## config.mk

```make
export PLATFORM = sky130hd
export DESIGN_NAME = note_spawn_scheduler_flat
export DESIGN_NICKNAME = d
export VERILOG_FILES = /design/src/rtl/note_spawn_if.sv /design/src/rtl/note_spawn_scheduler.sv /design/src/flat_wrapper.sv
export SDC_FILE = /design/constraint.sdc
export NUM_CORES = 1
export LEC_CHECK = 0
export CORE_UTILIZATION = 33
export CTS_BUF_LIST = sky130_fd_sc_hd__clkbuf_2
export DETAILED_ROUTE_END_ITERATION = 10
export HOLD_SLACK_MARGIN = 0.03
export PLACE_DENSITY = 0.66
export SLEW_MARGIN = 20
export SYNTH_ARGS = -nofsm -noshare
export SYNTH_HDL_FRONTEND = slang
export SYNTH_SLANG_ARGS = --single-unit
```

## constraint.sdc

```tcl
create_clock -name clock -period 6.61 [get_ports clock]
set_clock_uncertainty 0.05 [all_clocks]
set_input_delay 0.9915 -clock clock [delete_from_list [all_inputs] [get_ports clock]]
set_output_delay 0.9915 -clock clock [all_outputs]
set_load 0.01 [all_outputs]
```

## src/rtl/note_spawn_if.sv

```systemverilog
// Beatmap ROM read port and renderer spawn handshake between the scheduler and
// the surrounding datapath.
interface note_spawn_if #(
  parameter int ADDR_W    = 10,
  parameter int TIME_W    = 16,
  parameter int NUM_LANES = 4
);
  logic [ADDR_W-1:0]           rom_addr;
  logic [TIME_W+NUM_LANES-1:0] rom_data;
  logic                        spawn_valid;
  logic                        spawn_ready;
  logic [NUM_LANES-1:0]        spawn_lane_mask;
  logic [TIME_W-1:0]           spawn_hit_time;

  modport master (
    output rom_addr, spawn_valid, spawn_lane_mask, spawn_hit_time,
    input  rom_data, spawn_ready
  );
  modport slave (
    input  rom_addr, spawn_valid, spawn_lane_mask, spawn_hit_time,
    output rom_data, spawn_ready
  );
endinterface

```

## src/rtl/note_spawn_scheduler.sv

```systemverilog
// Song-time keeper and beatmap walker: releases each chart entry to the arrow
// renderer LEAD_TICKS before its hit time, freezing on pause and rewinding on restart.
module note_spawn_scheduler #(
  parameter int ADDR_W     = 10,
  parameter int TIME_W     = 16,
  parameter int NUM_LANES  = 4,
  parameter int TICK_DIV   = 500000,
  parameter int LEAD_TICKS = 150
) (
  input  logic              clock,
  input  logic              reset,
  input  logic              game_active,
  input  logic              paused,
  input  logic              restart,
  note_spawn_if.master      bus,
  output logic [TIME_W-1:0] song_time,
  output logic              tick,
  output logic [ADDR_W:0]   notes_spawned,
  output logic              chart_done
);
  localparam int DIV_W = (TICK_DIV > 1) ? $clog2(TICK_DIV) : 1;

  localparam logic [2:0] IDLE  = 3'd0;
  localparam logic [2:0] FETCH = 3'd1;
  localparam logic [2:0] LATCH = 3'd2;
  localparam logic [2:0] CHECK = 3'd3;
  localparam logic [2:0] OFFER = 3'd4;
  localparam logic [2:0] DONE  = 3'd5;

  logic [2:0]           state;
  logic [ADDR_W-1:0]    index;
  logic [DIV_W-1:0]     div;
  logic [TIME_W-1:0]    entry_hit;
  logic [NUM_LANES-1:0] entry_mask;
  logic                 run;
  logic                 div_wrap;
  logic                 due;
  logic                 in_offer;

  assign run      = game_active && !paused;
  assign div_wrap = (div == DIV_W'(TICK_DIV - 1));
  assign in_offer = (state == OFFER);
  // One extra bit so song_time + LEAD_TICKS near the top of the range never wraps.
  assign due = {1'b0, entry_hit} <= ({1'b0, song_time} + (TIME_W+1)'(LEAD_TICKS));

  assign bus.rom_addr        = index;
  assign bus.spawn_valid     = run && in_offer;
  assign bus.spawn_lane_mask = in_offer ? entry_mask : '0;
  assign bus.spawn_hit_time  = in_offer ? entry_hit  : '0;
  assign chart_done          = (state == DONE);

  always_ff @(posedge clock or posedge reset) begin
    if (reset) begin
      div       <= '0;
      song_time <= '0;
      tick      <= 1'b0;
    end else if (restart) begin
      div       <= '0;
      song_time <= '0;
      tick      <= 1'b0;
    end else begin
      tick <= run && div_wrap;
      if (run) begin
        div <= div_wrap ? '0 : div + DIV_W'(1);
        if (div_wrap && song_time != '1)
          song_time <= song_time + TIME_W'(1);
      end
    end
  end

  always_ff @(posedge clock or posedge reset) begin
    if (reset) begin
      state         <= IDLE;
      index         <= '0;
      entry_hit     <= '0;
      entry_mask    <= '0;
      notes_spawned <= '0;
    end else if (restart) begin
      state         <= IDLE;
      index         <= '0;
      entry_hit     <= '0;
      entry_mask    <= '0;
      notes_spawned <= '0;
    end else if (run) begin
      case (state)
        IDLE:  state <= FETCH;
        FETCH: state <= LATCH;
        LATCH: begin
          {entry_hit, entry_mask} <= bus.rom_data;
          state                   <= CHECK;
        end
        CHECK: begin
          if (entry_mask == '0)
            state <= DONE;
          else if (due)
            state <= OFFER;
        end
        OFFER: begin
          if (bus.spawn_ready) begin
            notes_spawned <= notes_spawned + (ADDR_W+1)'(1);
            // Last ROM slot ends the chart rather than wrapping back to entry 0.
            if (index == '1) begin
              state <= DONE;
            end else begin
              index <= index + ADDR_W'(1);
              state <= FETCH;
            end
          end
        end
        DONE:    state <= DONE;
        default: state <= IDLE;
      endcase
    end
  end
endmodule
```

## src/flat_wrapper.sv

```systemverilog
// flat-port wrapper written by rule: the top's interface ports become plain ports
module note_spawn_scheduler_flat 
#(
  parameter int ADDR_W     = 10,
  parameter int TIME_W     = 16,
  parameter int NUM_LANES  = 4,
  parameter int TICK_DIV   = 500000,
  parameter int LEAD_TICKS = 150
)
  (clock, reset, game_active, paused, restart, song_time, tick, notes_spawned, chart_done, bus_rom_addr, bus_spawn_valid, bus_spawn_lane_mask, bus_spawn_hit_time, bus_rom_data, bus_spawn_ready);
  note_spawn_if #(.ADDR_W(ADDR_W), .TIME_W(TIME_W), .NUM_LANES(NUM_LANES)) bus_i ();
  input  logic clock;
  input  logic reset;
  input  logic game_active;
  input  logic paused;
  input  logic restart;
  output logic [TIME_W-1:0] song_time;
  output logic tick;
  output logic [ADDR_W:0] notes_spawned;
  output logic chart_done;
  output wire logic [$bits(bus_i.rom_addr)-1:0] bus_rom_addr;
  output wire logic [$bits(bus_i.spawn_valid)-1:0] bus_spawn_valid;
  output wire logic [$bits(bus_i.spawn_lane_mask)-1:0] bus_spawn_lane_mask;
  output wire logic [$bits(bus_i.spawn_hit_time)-1:0] bus_spawn_hit_time;
  input wire logic [$bits(bus_i.rom_data)-1:0] bus_rom_data;
  input wire logic [$bits(bus_i.spawn_ready)-1:0] bus_spawn_ready;
  assign bus_rom_addr = bus_i.rom_addr;
  assign bus_spawn_valid = bus_i.spawn_valid;
  assign bus_spawn_lane_mask = bus_i.spawn_lane_mask;
  assign bus_spawn_hit_time = bus_i.spawn_hit_time;
  assign bus_i.rom_data = bus_rom_data;
  assign bus_i.spawn_ready = bus_spawn_ready;
  note_spawn_scheduler #(.ADDR_W(ADDR_W), .TIME_W(TIME_W), .NUM_LANES(NUM_LANES), .TICK_DIV(TICK_DIV), .LEAD_TICKS(LEAD_TICKS)) u_core (.clock(clock), .reset(reset), .game_active(game_active), .paused(paused), .restart(restart), .bus(bus_i), .song_time(song_time), .tick(tick), .notes_spawned(notes_spawned), .chart_done(chart_done));
endmodule
```

======== Yosys cells after proc, flatten, opt, wreduce, memory -nomap -nowiden ========
Index checks and enable logic that the tools add are counted.
storage, ports and cells
  bits in registers ....................... 80
cells by class
  muxes and demuxes ....................... 31
  equality and inequality tests ........... 11
  add/subtract/negate cells ............... 5
  reductions and logical operators ........ 17
  $lt $le $gt $ge ......................... 1
operator list
  operator               number
  $mux 16                7
  $mux 19                3
  $mux 10                5
  $mux 11                4
  $add 19x1->19 const B  1
  $eq 19x19->1 const B   1
  $mux 3                 6
  $pmux 3 s6             1
  $add 16x8->17 const B  1
  $le 16x17->1           1
  $add 16x1->16 const B  1
  $mux 4                 4
  $ne 16x16->1 const B   1
  $add 11x1->11 const B  1
  $add 10x1->10 const B  1
  $eq 10x10->1 const B   1
  $reduce_bool 2->1      5
  $eq 3x2->1 const B     2
  $eq 3x3->1 const B     2
  $reduce_and 3->1       2
  $logic_and 1x1->1      4
  $logic_not 4->1        1
  $ne 4x2->1 const B     1
  $reduce_and 2->1       2
  other kinds (7)        7

======== Longest topological paths before layout ========
Gate-level depths: netlist of run 1.
  depth in word-level cells ............... 7
  depth in mapped cells ................... 13
  depth with buffers taken out ............ 13

======== Least setup slack after synthesis of run 1 ========
Ideal clock, no wire load.
  path type ............................... input to output
  from .................................... input port paused
  to ...................................... output port bus_spawn_valid
  data arrival time ....................... 1648 ps
  path slack .............................. 3921 ps
  data required time ...................... 5568 ps
  path buffers ............................ 1
  cell stages on the path ................. 3
  path through ............................ nand2b_1 -> clkbuf_1 -> nor3_1
between the ends
  cells in the longest elaborated chain, start to end .. 3
ends and longest elaborated chain
  what               line                        source
  start, declared    flat_wrapper.sv:15          input logic paused;
  $logic_not 1->1    note_spawn_scheduler.sv:40  assign run = game_active && !paused;
  $logic_and 1x1->1  note_spawn_scheduler.sv:40
  $logic_and 1x1->1  note_spawn_scheduler.sv:47  assign bus.spawn_valid = run && in_offer;
  end, declared      flat_wrapper.sv:22          output wire logic [$bits(bus_i.spawn_valid)-1:0] bus_spawn_valid;
No other way between the ends.

======== Worst setup path in the final report of run 1 ========
Same ends and word-level chain as after synthesis.

==> impl_metrics.csv, run 1 <==
group,metric,value,unit
drt,viasPerCell,5.219,
critical_path,path_buf_inv,2,
logic_synthesis,synth_fa_ha_area_share,5.828,%
min_path,hold_path_class,"register to register",
status,status,"finished clean",
global_routing,overflow,0,
drt,drc,0,
global_routing,grt_pass1_vias,4156,
critical_path,rrSetupSlack,3580,ps
logic_synthesis,synth_compound_area_share,10.78,%
critical_path,cp-end-kind,"output pin",
global_routing,antenna_found_initial,0,
critical_path,crit_top_cell,"clkdlybuf4s50_1",
power_and_ir_drop,p_leak,0.002297,uW
placed_design,port_buffers,85,
logic_synthesis,synth_common_cells,"80 x dfrtp_1, 78 x nand2_1, 52 x nor2_1",
min_path,worstHoldStart,"u_core.entry_mask[0]",
global_routing,grt_util_all_layers,16.91,%
power_and_ir_drop,cellPowerDensity,138.1,nW/um^2
clocking,htree_levels,3,
floorplanning,die_w,121.6,microns
critical_path,cpPeakStageDelay,580,ps
final_layout,fillers,1386,
critical_path,r2r_cells,10,
logic_synthesis,synth_cell_types,54,
logic_synthesis,synth_edf_count,0,
drt,drt-total-wl,11520,microns
timing,worstMarginPinSlew,1019,ps
timing,finalSetupTns,0,ps
logic_synthesis,synth_fp_nets,581,
clocking,clockBufferDepth,2,
clocking,cts_tree,"built",
logic_synthesis,synth_top_family_by_area,"simple AND/OR/NAND/NOR gates",
logic_synthesis,synth_area_leaders,"dfrtp_1 42%, nand2_1 6.2%, xor2_1 6.1%, ha_1 5.8%, a21oi_1 5.0%",
power_and_ir_drop,vdd_drop_max,75.05,uV
logic_synthesis,yosysMostFrequentCell,"dfrtp_1",
drt,drtAntennaViolNets,0,
critical_path,cp-start-kind,"input pin",
min_path,hold_path_depth,2,
drt,num_vias,4123,
timing,fin_crit,3657,ps
min_path,holdPathEnd,"u_core.entry_mask[0]",
critical_path,critPathArrivalTime,2620,ps
floorplanning,core_area,13930,sq um
global_routing,grt_first_pass_wirelength,19720,microns
placed_design,hpwl,8029,microns
critical_path,cpMaxStageDelayCell,"clkdlybuf4s50_1",
critical_path,timing_worst_setup_path_type,"input pin to output pin",
clocking,cts_resized,0,
placed_design,gp_congestion,0.8182,
timing,hold_violations,0,
drt,wl_per_cell,14.58,microns
critical_path,cp.required,5570,ps
critical_path,cp_top_family,"buffers and inverters",
drt,first_pass_iters,4,
logic_synthesis,synth.top_cell.area_share,42.38,%
critical_path,r2r_end,"u_core.state[2]",
logic_synthesis,synth.mux.area_fraction,1.192,%
critical_path,crit_chain,"clkdlybuf4s50_1 -> nand2b_1 -> nor3_1 -> clkdlybuf4s50_1",
logic_synthesis,yosysWarnings,0,
clocking,numCtsBuffers,9,
timing,rsz0062_at_grt,"no",
logic_synthesis,synthXorXnorAreaFrac,8.344,%
logic_synthesis,syn_inst,533,
clocking,cts-root-buf,"clkbuf_2",
floorplanning,start_util,33.90,%
clocking,ctsHoldBuffers,0,
final_layout,final_layout_size_suffix_gt1_share,5.246,%
critical_path,cp_max_fo,11,
floorplanning,dieArea,14800,sq um
logic_synthesis,synthSimpleGateAreaFrac,28.37,%
logic_synthesis,ys_ff_latch,80,
floorplanning,io_pins,86,
logic_synthesis,synthFlopType,"dfrtp_1",
logic_synthesis,synth-seq-area-share,42.38,%
logic_synthesis,syn_area_per_cell,8.862,sq um
timing,setup_violations,0,
logic_synthesis,synth_area_leader_cell,"dfrtp_1",
power_and_ir_drop,total_power,803.7,uW
clocking,clock_sinks,80,
floorplanning,placementRows,43,
final_layout,final_nets,653,
floorplanning,die_y,121.6,microns
job,cap_violations,0,
final_layout,syn2layout_area_growth,23.23,%
logic_synthesis,async_flop_share,100.0,%
timing,period_share,55.33,%
final_layout,antenna_cells,0,
drt,drt_iter0_drc,204,
critical_path,r2r_start,"u_core.song_time[1]",
clocking,clk_latency,580,ps
logic_synthesis,synth_area,4723,sq um
timing,fmax,273.4,MHz
clocking,clk_pin_slew,240,ps
timing,relSlewSlack,31.72,%
timing,drv_slew,0,
global_routing,grt_max_degree,81,
clocking,post_cts_buffers,0,
==> cell usage in the layout (no fill, tap or decap), types with 2 or more instances in the layout <==
cell type        netlist  layout
nor2_1                52      52
clkdlybuf4s50_1        0      84
o21ai_0               12      12
or4_1                  9       9
ha_1                  22      22
clkinv_2               0       3
a211oi_1               3       3
o31ai_1                9       9
nand3_1               21      21
xor2_1                33      33
nor2b_1                8       8
nor4_1                 2       2
clkinvlp_4             0       2
nand2_1               78      78
mux2_2                 5       5
nor3_1                 9       9
clkinv_1               1       3
or3_1                  6       6
dfrtp_1               80      80
nand2b_1               7       7
and4_1                 4       4
nor4b_1                3       3
nand4_1               20      20
a21oi_1               47      47
and2_1                23      23
clkbuf_2               1       9
or2_2                  2       2
xnor2_1               12      12
inv_1                  8       7
and3_1                 8       8
==> logic make-up after synthesis <==
group / after synthesis
XOR/XNOR: 45
multiplexers: 5
AND/OR/NAND/NOR: 261
buffers and inverters: 35
flip-flops: 80
adder cells (fa/ha/maj): 22
AO/OA/AOI/OAI: 85
==> power breakdown <==
group	switching [uW]	internal, uW	total (uW)	leakage (uW)
Sequential	2.89	492	495	0.00112
Combinational	29.4	18.9	48.3	0.00112
Clock	177	83.1	260	0.0000628
Total	210	594	804	0.00230
==> how the worst max path moves through the flow <==
stage / startpoint / to / slack [ps] / cells past startpoint
final: paused / bus_spawn_valid / 2950 / 4
after global routing: u_core.state[2] / bus_spawn_hit_time[14] / 2710 / 3
after CTS: u_core.state[0] / bus_spawn_hit_time[9] / 2570 / 3
after detailed placement: restart / u_core.div[15] / 2960 / 7
after global placement: paused / bus_spawn_valid / 2980 / 4
after floorplan: reset / u_core.bus.rom_addr[0] / 3520 / 1
==> metrics by stage <==
stage / instance area, sq um / worst slack, ps / std cells / util (%) / hold WS, ps
after floorplan: 4723 / 3517 / 533 / - / 451.5
after global placement: 5703 / 2976 / 774 / 40.93 / 467.4
after detailed placement: 5703 / 2958 / 774 / 40.93 / 483.8
after CTS: 5811 / 2572 / 790 / 41.70 / 507.7
after global routing: 5821 / 2710 / 790 / 41.77 / 526.8
final: 5821 / 2953 / 790 / 41.77 / 503.9
==> flip-flops by register name (all words and copies together) (netlist names) <==
signal and cells:
u_core.state 3, u_core.div 19, u_core.tick 1, u_core.entry_hit 16, u_core.notes_spawned 11, u_core.entry_mask 4, u_core.bus.rom_addr 10, u_core.song_time 16
==> final cells by class <==
type | count | area, sq um | share of cell area, %
flip-flops and latches | 80 | 2002 | 34.39
repair buffers | 87 | 864.6 | 14.85
inverters | 9 | 35.03 | 0.6019
clock buffers | 9 | 45.04 | 0.7739
well taps | 180 | 225.2 | 3.869
clock inverters | 7 | 62.56 | 1.075
multi-input cells | 418 | 2586 | 44.43
==> routing by layer <==
metal | wire, microns | track usage, % | up-vias
li1 | - | - | 2004
met1 | 5037 | 20.45 | 2017
met2 | 5747 | 29.23 | 91
met3 | 616 | 4.541 | 11
met4 | 116 | 5.093 | 0
met5 | 0 | 0 | -
==> tightest hold or removal path: cells and delay by family (launching register included) <==
family	cells	cell delay (ps)
simple gates	1	60
compound gates	1	60
flops	1	440
Note: power is estimated with default switching activity, not from simulation.
==> run 2: changes to the inputs <==
Settings changed: PLACE_DENSITY 0.66 to 0.68.
Clock period 6.61 ns to 3.3 ns, I/O delays scaled along.
==> impl_metrics.csv, run 2 (synthesis results as in run 1) <==
group,metric,value,unit
clocking,cts_tree,"built",
placed_design,port_buffers,85,
clocking,ctsHoldBuffers,0,
global_routing,grt_first_pass_wirelength,19120,microns
critical_path,crit_chain,"o21ai_0 -> nand2b_1 -> a31oi_1 -> xor2_1 -> ha_1 -> nand4_1 -> nor3_1 -> a2111oi_0 -> o211a_1 -> o221a_2",
timing,finalSetupTns,0,ps
status,status,"finished clean",
clocking,cts_resized,0,
final_layout,final_common_cell,"clkdlybuf4s50_1",
timing,fmax,328.0,MHz
timing,relSlewSlack,48.87,%
floorplanning,dieArea,14800,sq um
drt,num_vias,4080,
final_layout,final_nets,657,
global_routing,overflow,0,
clocking,cts-root-buf,"clkbuf_2",
final_layout,antenna_cells,0,
drt,route.met3.wl,523,microns
critical_path,cp-start-kind,"register",
floorplanning,core_area,13930,sq um
drt,viasPerCell,5.139,
drt,first_pass_iters,4,
timing,drv_slew,0,
critical_path,cpMaxStageDelayCell,"dfrtp_1",
final_layout,syn2layout_area_growth,23.97,%
final_layout,final_cell_mix,"84 x clkdlybuf4s50_1, 80 x dfrtp_1, 78 x nand2_1",
drt,routedLengthMet1,5070,microns
critical_path,cp_top_family,"compound AO/OA/AOI/OAI gates",
drt,drt_iter0_drc,245,
critical_path,rrSetupSlack,250,ps
critical_path,critPathArrivalTime,3490,ps
job,cap_violations,0,
global_routing,grt_pass1_vias,4066,
global_routing,antenna_found_initial,0,
critical_path,cp.required,3740,ps
critical_path,path_buf_inv,0,
floorplanning,die_y,121.6,microns
drt,met2_length,5399,microns
power_and_ir_drop,total_power,1605,uW
clocking,clk_pin_slew,230,ps
power_and_ir_drop,cellPowerDensity,274.0,nW/um^2
drt,drt-total-wl,11140,microns
critical_path,crit_start,"u_core.song_time[2]",
critical_path,cpPeakStageDelay,500,ps
clocking,clockBufferDepth,2,
clocking,post_cts_buffers,0,
floorplanning,placementRows,43,
clocking,numCtsBuffers,9,
clocking,clk_latency,540,ps
timing,worstMarginPinSlew,764.9,ps
final_layout,largest-register,"u_core.div",
floorplanning,start_util,33.90,%
global_routing,grt_max_degree,71,
drt,drtAntennaViolNets,0,
critical_path,r2r_start,"u_core.song_time[2]",
drt,wl_per_cell,14.02,microns
timing,fin_crit,3049,ps
final_layout,largestRegisters,"u_core.div: 19 flops, u_core.entry_hit: 16 flops, u_core.song_time: 16 flops",
timing,period_share,92.39,%
timing,finalHoldWorstSlack,250.8,ps
placed_design,gp_congestion,0.8580,
timing,hold_violations,0,
final_layout,final_layout_size_suffix_gt1_share,6.189,%
critical_path,r2r_end,"u_core.state[2]",
drt,drc,0,
floorplanning,die_w,121.6,microns
clocking,clock_sinks,80,
critical_path,cp-end-kind,"register",
critical_path,cp_max_fo,7,
critical_path,timing_worst_setup_path_type,"register to register",
global_routing,grt_util_all_layers,16.37,%
clocking,htree_levels,3,
min_path,hold_path_class,"input pin to asynchronous set/reset pin",
placed_design,hpwl,8072,microns
critical_path,r2r_cells,10,
drt,highest_layer,"met4",
power_and_ir_drop,p_leak,0.002329,uW
power_and_ir_drop,vdd_drop_max,143.9,uV
final_layout,largest_register_ffs,19,
timing,setup_violations,0,
timing,rsz0062_at_grt,"no",
floorplanning,io_pins,86,
==> run 2: cell types whose count changed in the layout (fill, tap and decap cells not counted), sizes merged <==
cell	change
buf	+4
clkinv	-1
clkbuf	+1
==> run 2: how the worst max path moves through the flow <==
stage	to	slack, ps	cells past startpoint
final	u_core.state[2]	250	10
after floorplan	u_core.state[2]	680	10
after CTS	bus_spawn_hit_time[9]	280	4
after global placement	u_core.state[2]	430	10
after detailed placement	u_core.state[1]	320	10
after global routing	u_core.state[2]	60	10
==> run 2: stage by stage <==
stage / util [%] / instance area [sq um] / cells / setup WS (ps)
3_5_place_dp: 41.23 / 5746 / 778 / 319.1
3_3_place_gp: 41.23 / 5746 / 778 / 430.4
2_1_floorplan: - / 4723 / 533 / 684.4
5_1_grt: 42.02 / 5856 / 794 / 59.30
6_report: 42.02 / 5856 / 794 / 251.1
4_1_cts: 42.02 / 5856 / 794 / 278.7
==> run 2: cell type report <==
cell class / count / area (sq um)
Tap cell: 180 / 225.2
Sequential cell: 80 / 2002
Fill cell: 1356 / 8079
Clock buffer: 10 / 50.05
Timing Repair Buffer: 91 / 903.4
Inverter: 9 / 35.03
Clock inverter: 6 / 60.06
Multi-Input combinational cell: 418 / 2580
==> run 2: routing by layer <==
| metal | vias up | global-route usage [%] |
|---|---|---|
| met2 | 92 | 27.70 |
| met5 | - | 0 |
| met4 | 0 | 5.015 |
| met3 | 13 | 3.839 |
| met1 | 1957 | 20.60 |
| li1 | 2018 | - |
==> run 2: where the power goes <==
group	switching (uW)	leakage, uW	internal (uW)	total, uW
registers	5.37	0.00112	986	991
logic	59.0	0.00114	40.0	99.0
clock network	341	0.0000677	173	515
==> run 2: worst reg2reg max path, delay by kind of cell (launching register included) <==
| kind | cells | cell delay (ps) |
|---|---|---|
| adders and majority gates | 1 | 250 |
| xor gates and xnor gates | 1 | 190 |
| AOI/OAI and AO/OA | 5 | 1700 |
| DFF | 1 | 500 |
| and+or+nand+nor | 3 | 320 |
==> run 3: changes to the inputs <==
Settings changed: CORE_MARGIN set to 2.
==> impl_metrics.csv, run 3 (synthesis results as in run 1) <==
group,metric,value,unit
status,status,"finished clean",
floorplanning,die_y,123.6,microns
placed_design,gp_congestion,0.8560,
drt,first_pass_iters,5,
timing,finalHoldWorstSlack,214.8,ps
placed_design,hpwl,8167,microns
global_routing,grt_pass1_vias,3859,
placed_design,port_buffers,85,
critical_path,cpPeakStageDelay,540,ps
timing,rsz0062_at_grt,"no",
critical_path,cp-start-kind,"register",
critical_path,timing_worst_setup_path_type,"register to output pin",
final_layout,largest_register_ffs,19,
global_routing,grt_util_all_layers,15.80,%
drt,route.met3.wl,539,microns
critical_path,cp_top_family,"buffers and inverters",
floorplanning,dieArea,15290,sq um
floorplanning,placementRows,43,
critical_path,critPathArrivalTime,2420,ps
critical_path,cp-end-kind,"output pin",
critical_path,cp.required,2750,ps
drt,met2_length,5466,microns
placed_design,place_ws,394.1,ps
final_layout,multiInputGateArea,2580,sq um
final_layout,syn2layout_area_growth,23.87,%
final_layout,largestRegisters,"u_core.div: 19 flops, u_core.entry_hit: 16 flops, u_core.song_time: 16 flops",
global_routing,antenna_found_initial,1,
clocking,post_cts_buffers,0,
final_layout,final_nets,657,
clocking,cts-root-buf,"clkbuf_2",
drt,drc,0,
floorplanning,start_util,33.90,%
timing,relSlewSlack,50.42,%
placed_design,dp.cells,778,
clocking,ctsHoldBuffers,0,
clocking,cts_tree,"built",
final_layout,seqCellArea,2002,sq um
global_routing,grt_first_pass_wirelength,19000,microns
floorplanning,die_w,123.6,microns
final_layout,layout.cells.non_filler,795,
clocking,cts_resized,0,
final_layout,final_common_cell,"clkdlybuf4s50_1",
timing,worstMarginPinSlew,741.6,ps
global_routing,grt_max_degree,71,
clocking,htree_levels,3,
power_and_ir_drop,p_leak,0.002332,uW
drt,routedLengthMet1,5356,microns
clocking,clock_sinks,80,
timing,finalSetupTns,0,ps
clocking,clockBufferDepth,2,
drt,drtAntennaViolNets,0,
clocking,clk_pin_slew,210,ps
critical_path,path_buf_inv,2,
power_and_ir_drop,total_power,1605,uW
final_layout,fillers,1378,
critical_path,cp_max_fo,19,
drt,num_vias,4040,
final_layout,final_layout_size_suffix_gt1_share,5.863,%
critical_path,crit_start,"u_core.state[0]",
job,cap_violations,0,
floorplanning,io_pins,86,
timing,hold_violations,0,
critical_path,cpMaxStageDelayCell,"clkdlybuf4s50_1",
critical_path,r2r_start,"u_core.song_time[2]",
drt,viasPerCell,5.082,
clocking,numCtsBuffers,9,
power_and_ir_drop,vdd_drop_max,195.8,uV
timing,fin_crit,2964,ps
timing,fmax,337.4,MHz
drt,wl_per_cell,14.53,microns
min_path,hold_path_class,"input pin to asynchronous set/reset pin",
final_layout,final_cell_mix,"84 x clkdlybuf4s50_1, 80 x dfrtp_1, 78 x nand2_1",
clocking,clk_latency,540,ps
timing,setup_violations,0,
timing,drv_slew,0,
power_and_ir_drop,cellPowerDensity,274.4,nW/um^2
drt,drt_iter0_drc,258,
timing,period_share,89.82,%
floorplanning,core_area,13930,sq um
critical_path,crit_chain,"nor3b_2 -> buf_4 -> and2_1 -> clkdlybuf4s50_1",
timing,worst_slack,336.1,ps
global_routing,overflow,0,
final_layout,largest-register,"u_core.div",
drt,highest_layer,"met4",
drt,drt-total-wl,11550,microns
==> run 3: area by class of cell <==
type	count	share of cell area, %
Sequential cell	80	34.22
Tap cell	180	3.849
Multi-Input combinational cell	418	44.10
Inverter	9	0.5988
Clock buffer	11	0.9410
Clock inverter	5	0.8127
Timing Repair Buffer	91	15.44
Antenna cell	1	0.04277
==> run 3: path summary, 6_finish.rpt <==
kind | endpoint | slack (ps) | cells past startpoint
max | bus_spawn_hit_time[9] | 340 | 4
min | u_core.bus.rom_addr[2] | 210 | 2
max reg2reg | u_core.state[2] | 350 | 10
min reg2reg | u_core.entry_hit[0] | 490 | 2
max in group asynchronous | u_core.entry_hit[4] | 2320 | 3
min in group clock | u_core.entry_hit[12] | 420 | 3
==> run 3: power by group <==
group	internal [uW]	switching (uW)	leakage, uW
logic	40.0	59.6	0.00114
clock network	174	341	0.0000708
registers	986	5.27	0.00112
total	1200	406	0.00233
==> run 3: through the flow <==
step	cell area, sq um	utilization [%]
after floorplan	4723	-
after global placement	5746	41.23
after detailed placement	5746	41.23
after CTS	5848	41.97
after global routing	5851	41.99
final	5851	41.99
==> run 3: routing by layer <==
| metal | up-vias | global-route usage [%] |
|---|---|---|
| li1 | 2014 | - |
| met5 | - | 0 |
| met4 | 0 | 5.114 |
| met2 | 85 | 25.58 |
| met1 | 1927 | 20.82 |
| met3 | 14 | 3.846 |
